**src/rtl/aes_key_sched_ctrl.sv**
```systemverilog
// Iterative AES-128 key-schedule sequencer: one round key per clock into a local
// store of RK0..RK10, SubWord borrowed from a shared S-box through sub_in/sub_out.
module aes_key_sched_ctrl #(
    parameter int NR    = 10,
    parameter int KEY_W = 128
) (
    input  logic             clk,
    input  logic             rst,
    input  logic             key_valid,
    input  logic [KEY_W-1:0] key_in,
    output logic             key_ready,
    output logic             busy,
    output logic             keys_valid,
    output logic             done,
    input  logic [3:0]       rk_idx,
    output logic [KEY_W-1:0] rk_out,
    output logic             rk_idx_err,
    output logic [31:0]      sub_in,
    input  logic [31:0]      sub_out
);

    localparam logic [3:0] LAST = 4'(NR);

    typedef enum logic [1:0] {
        IDLE,
        EXPAND,
        READY
    } state_t;

    state_t           state;
    state_t           state_nxt;
    logic [3:0]       round;
    logic [7:0]       rcon;
    logic [KEY_W-1:0] rk_mem [0:NR];

    logic             accept;
    logic             expand_we;
    logic             last_round;
    logic [KEY_W-1:0] prev_rk;
    logic [KEY_W-1:0] next_rk;
    logic [31:0]      t;
    logic [31:0]      n0;
    logic [31:0]      n1;
    logic [31:0]      n2;
    logic [31:0]      n3;

    always_comb begin
        // NOTE: every output of this block gets a default first, so no path can infer a latch.
        state_nxt  = state;
        key_ready  = 1'b0;
        busy       = 1'b0;
        accept     = 1'b0;
        expand_we  = 1'b0;
        sub_in     = 32'h0;
        prev_rk    = '0;
        last_round = (round == LAST);
        case (state)
            IDLE, READY: begin
                // rst has priority over a simultaneous key_valid.
                key_ready = !rst;
                accept    = key_valid && !rst;
                if (accept) begin
                    state_nxt = EXPAND;
                end
            end
            EXPAND: begin
                busy      = !rst;
                expand_we = !rst;
                prev_rk   = rk_mem[round - 4'd1];
                sub_in    = {prev_rk[23:0], prev_rk[31:24]};
                if (last_round) begin
                    state_nxt = READY;
                end
            end
            default: state_nxt = IDLE;
        endcase
    end

    // One full AES-128 round-key step; SubWord(RotWord(w3)) arrives on sub_out.
    always_comb begin
        t       = sub_out ^ {rcon, 24'h0};
        n0      = prev_rk[127:96] ^ t;
        n1      = prev_rk[95:64] ^ n0;
        n2      = prev_rk[63:32] ^ n1;
        n3      = prev_rk[31:0] ^ n2;
        next_rk = {n0, n1, n2, n3};
    end

    // NOTE: state registers use non-blocking assignments so every flop samples pre-edge values.
    always_ff @(posedge clk) begin
        if (rst) begin
            state <= IDLE;
        end else begin
            state <= state_nxt;
        end
    end

    always_ff @(posedge clk) begin
        if (rst) begin
            round      <= 4'd0;
            rcon       <= 8'h01;
            keys_valid <= 1'b0;
            done       <= 1'b0;
            rk_out     <= '0;
            rk_idx_err <= 1'b0;
        end else begin
            done       <= 1'b0;
            rk_out     <= (rk_idx <= LAST) ? rk_mem[rk_idx] : '0;
            rk_idx_err <= (rk_idx > LAST);
            if (accept) begin
                round      <= 4'd1;
                rcon       <= 8'h01;
                keys_valid <= 1'b0;
            end else if (expand_we) begin
                round <= round + 4'd1;
                rcon  <= {rcon[6:0], 1'b0} ^ (rcon[7] ? 8'h1b : 8'h00);
                if (last_round) begin
                    keys_valid <= 1'b1;
                    done       <= 1'b1;
                end
            end
        end
    end

    // NOTE: the key store has no reset; keys_valid alone says whether its contents are usable.
    always_ff @(posedge clk) begin
        if (accept) begin
            rk_mem[0] <= key_in;
        end else if (expand_we) begin
            rk_mem[round] <= next_rk;
        end
    end

endmodule

```
**config.mk**
```make
export PLATFORM = sky130hd
export DESIGN_NAME = aes_key_sched_ctrl
export DESIGN_NICKNAME = d
export VERILOG_FILES = /design/src/rtl/aes_key_sched_ctrl.sv
export SDC_FILE = /design/constraint.sdc
export NUM_CORES = 2
export LEC_CHECK = 0
export BUFFER_PORTS_ARGS = -buffer_cell sky130_fd_sc_hd__buf_2
export CORE_MARGIN = 1
export CORE_UTILIZATION = 50
export DETAILED_ROUTE_END_ITERATION = 12
export GPL_TIMING_DRIVEN = 0
export PLACE_DENSITY = 0.67
export SYNTH_ARGS = -nofsm -noshare
export SYNTH_HDL_FRONTEND = slang
export SYNTH_SLANG_ARGS = --single-unit
```
**constraint.sdc**
```tcl
create_clock -name clk -period 52.6 [get_ports clk]
set_clock_uncertainty 0.1 [all_clocks]
set_input_delay 10.52 -clock clk [delete_from_list [all_inputs] [get_ports clk]]
set_output_delay 10.52 -clock clk [all_outputs]
set_load 0.1 [all_outputs]
```
==> impl_metrics.json <==
{
  "run_status": "finished, violations left",
  "failed_checks": "max-capacitance violations, max-slew violations",
  "max-vdd-ir-drop_mv": 0.0309,
  "layout_worst_path_cycle_share_pct": 47.5,
  "drt-wirelength-per-cell_um": 35.7,
  "layout.cells.most_common_list": "edfxtp_1 (1408), mux4_2 (512), buf_2 (385)",
  "synth_to_final_area_change_pct": 15.8,
  "detail-route-antenna-nets": 0,
  "hold_slack_ns": 0.411,
  "post-cts-setup-buffer-count": 0,
  "clock_insertion_delay_worst_skew_ns": 0.83,
  "dp_hpwl_um": 182000,
  "fp.coreArea_um2": 142000,
  "timing.critical_path.fanout_max": 10,
  "fp.dieArea_um2": 146000,
  "row_count": 138,
  "hold_viol_final": 0,
  "io-pin-count": 332,
  "route.vias.total": 49093,
  "drive_above_1_share_pct": 27.1,
  "worst-endpoint-required_ns": 41.98,
  "critical_path.startpoint_type": "input port",
  "synth-edff-count": 1408,
  "max_freq_mhz": 40.0,
  "path_clk_slew_ns": 0.06,
  "buffers_on_ports": 328,
  "worst-slew-pin-transition_ns": 1.57,
  "setup.worst_path.class": "input port to output pin",
  "power.static_leakage_nw": 28.6,
  "nFillCells": 10864,
  "place.gp.congestion": 0.938,
  "global_route.usage.total_pct": 34.9,
  "cts.root.buffer_cell": "clkbuf_16",
  "final_max_slew_viol_count": 25,
  "post_cts_hold_buffer_count": 0,
  "ctsResizeCount": 0,
  "die_height_um": 382,
  "relSlewSlack_pct": -4.48,
  "grt_overflow": 0,
  "cts_tree": "built",
  "grt_setup_unrepaired": "false",
  "part_of_the_yosys_area_used_for_sequential_elements_pct": 62.7,
  "power_density_nw_per_um2": 40.0,
  "wire_length_of_the_first_global_routing_pass_um": 354000,
  "synth_cell_types": 39,
  "largest_net_degree_at_the_start_of_global_routing": 43,
  "clk_path_buf_depth": 3,
  "synth_flop_cell": "edfxtp_1",
  "finalCriticalPeriod_ns": 24.97,
  "synth_top_area_cell": "edfxtp_1",
  "netlist_instances": 4476,
  "viasPerCell": 6.83,
  "most_common_cell_after_layout_fill_and_taps_aside": "edfxtp_1",
  "grt_pass1_vias": 47368,
  "htreeDepth": 4,
  "drtIter0Drc": 7928,
  "numClockSinks": 1553,
  "timing.critical_path.to_type": "output pin",
  "synth_area_um2": 72000,
  "remaining_drc_errors": 0,
  "chipWidth_um": 382,
  "initial_utilization_pct": 50.6,
  "synth_top_cell_area_share_pct": 58.7,
  "r2r-start": "round[0]",
  "cp.arrival_ns": 14.35,
  "startpoint_of_the_lowest_slack_hold_path": "rcon[5]",
  "synth-async-reset-ratio_pct": 0,
  "syn-mean-instance-area_um2": 16.1,
  "r2r_setup_slack_ns": 43.69,
  "cts_inserted_buffers": 163,
  "timing.hold.worst_endpoint": "rcon[6]",
  "class_of_the_worst_hold_path": "flop to flop",
  "synth-seq-cells": 1553,
  "length_in_cells_of_the_worst_reg_to_reg_path": 19,
  "grt_antenna_before_repair": 17,
  "synth_area_leaders": "edfxtp_1 (59%), mux4_2 (16%), mux2i_1 (4.4%)",
  "synthesis.yosys.warnings": 0,
  "dr.pass1.iters": 5,
  "worst_hold_path.num_cells": 2,
  "nets": 5315,
  "setup_total_negative_slack_ns": 0,
  "postSynthNetCount": 4646,
  "worst_r2r_end": "rk_mem[2][4]",
  "finalWirelength_um": 257000,
  "setup_failing_eps_final": 0,
  "max_cap_violations": 3
}
==> synth_stat cells (2+ instances only) <==
cell and number:
nor4_1 3, inv_1 2, nor2b_1 161, nand2b_1 6
a21oi_1 261, o21ai_0 135, clkbuf_1 237, a221oi_1 32
buf_4 18, buf_2 55, ha_1 3, a31oi_1 32
nor3_1 4, xnor2_1 68, mux2_2 32, mux4_2 512
buf_6 14, edfxtp_1 1408, o21ai_1 27, nand2_1 277
xnor3_1 22, a211oi_1 301, xnor3_2 10, nand3b_1 3
nor2_1 269, a211oi_2 22, dfxtp_1 145, buf_1 46
xor2_1 42, mux2i_1 320
==> worst max-delay path, stage by stage <==
cell and delay [ns]:
buf_2 0.17, nand2b_1 0.58, clkbuf_1 0.81, inv_1 0.31
clkbuf_1 0.79, buf_1 0.55, buf_2 0.60
==> flip-flops by register name, summed over array words and instances, names as in the netlist <==
name,cells
rk_idx_err,1
keys_valid,1
done,1
state,2
rcon,8
rk_out,128
round,4
rk_mem,1408
==> layout make-up <==
class	instances	area (um2)	area share (%)
diodes	12	30.0	0.0360
plain buffers	370	1640	1.97
clock buffers	224	4640	5.57
clock inverters	79	701	0.840
inverters	3	11.3	0.0135
multi-input cells	2550	25300	30.3
flip-flops and latches	1553	45200	54.2
well taps	1890	2360	2.84
repair buffers	504	3530	4.24
==> cell families (layout without fill, tap and decap cells) <==
logic type / after synthesis / count (layout) / share of synthesized area (%)
other cells: 0 / 12 / 0
simple gates: 728 / 728 / 4.44
buf+inv: 373 / 1180 / 2.28
compound gates: 812 / 812 / 7.15
flops: 1553 / 1553 / 62.7
mux: 864 / 864 / 21.0
fa+ha+maj: 3 / 3 / 0.0521
xor+xnor: 143 / 143 / 2.38
==> report_power, final <==
part,internal [mW],switching [mW],total (mW)
logic,0.230,0.530,0.760
clock network,0.664,0.499,1.16
registers,1.40,0.0102,1.41
==> metal layers <==
layer	vias to the layer above	wire [um]	GRT usage, %
met4	10	17000	20.0
met5	-	209	0
met3	703	38000	12.9
met2	4171	112000	50.7
li1	19302	-	-
met1	24907	89100	45.0
==> through the flow <==
| stage | util (%) | instance area (um2) | instances | setup WS, ns | total power, mW |
|---|---|---|---|---|---|
| 2_1_floorplan | - | 72000 | 4476 | 27.36 | 1.90 |
| 3_3_place_gp | 53.4 | 76000 | 6694 | 8.39 | 2.17 |
| 3_5_place_dp | 54.8 | 78000 | 6868 | 27.81 | 2.17 |
| 4_1_cts | 58.6 | 83300 | 7171 | 27.80 | 3.30 |
| 5_1_grt | 58.6 | 83400 | 7176 | 27.76 | 3.39 |
| 6_report | 58.6 | 83400 | 7185 | 27.63 | 3.33 |
==> worst max path at each step <==
stage | startpoint | depth (start not counted) | endpoint | slack (ns)
floorplan | rst | 5 | rk_mem[6][0] | 27.36
global placement | rst | 6 | rk_mem[6][11] | 8.39
detailed placement | rst | 7 | busy | 27.81
CTS | rst | 7 | busy | 27.80
global route | rst | 7 | busy | 27.76
finish | rst | 7 | busy | 27.63
No activity file was read; power rests on OpenSTA's default activity.
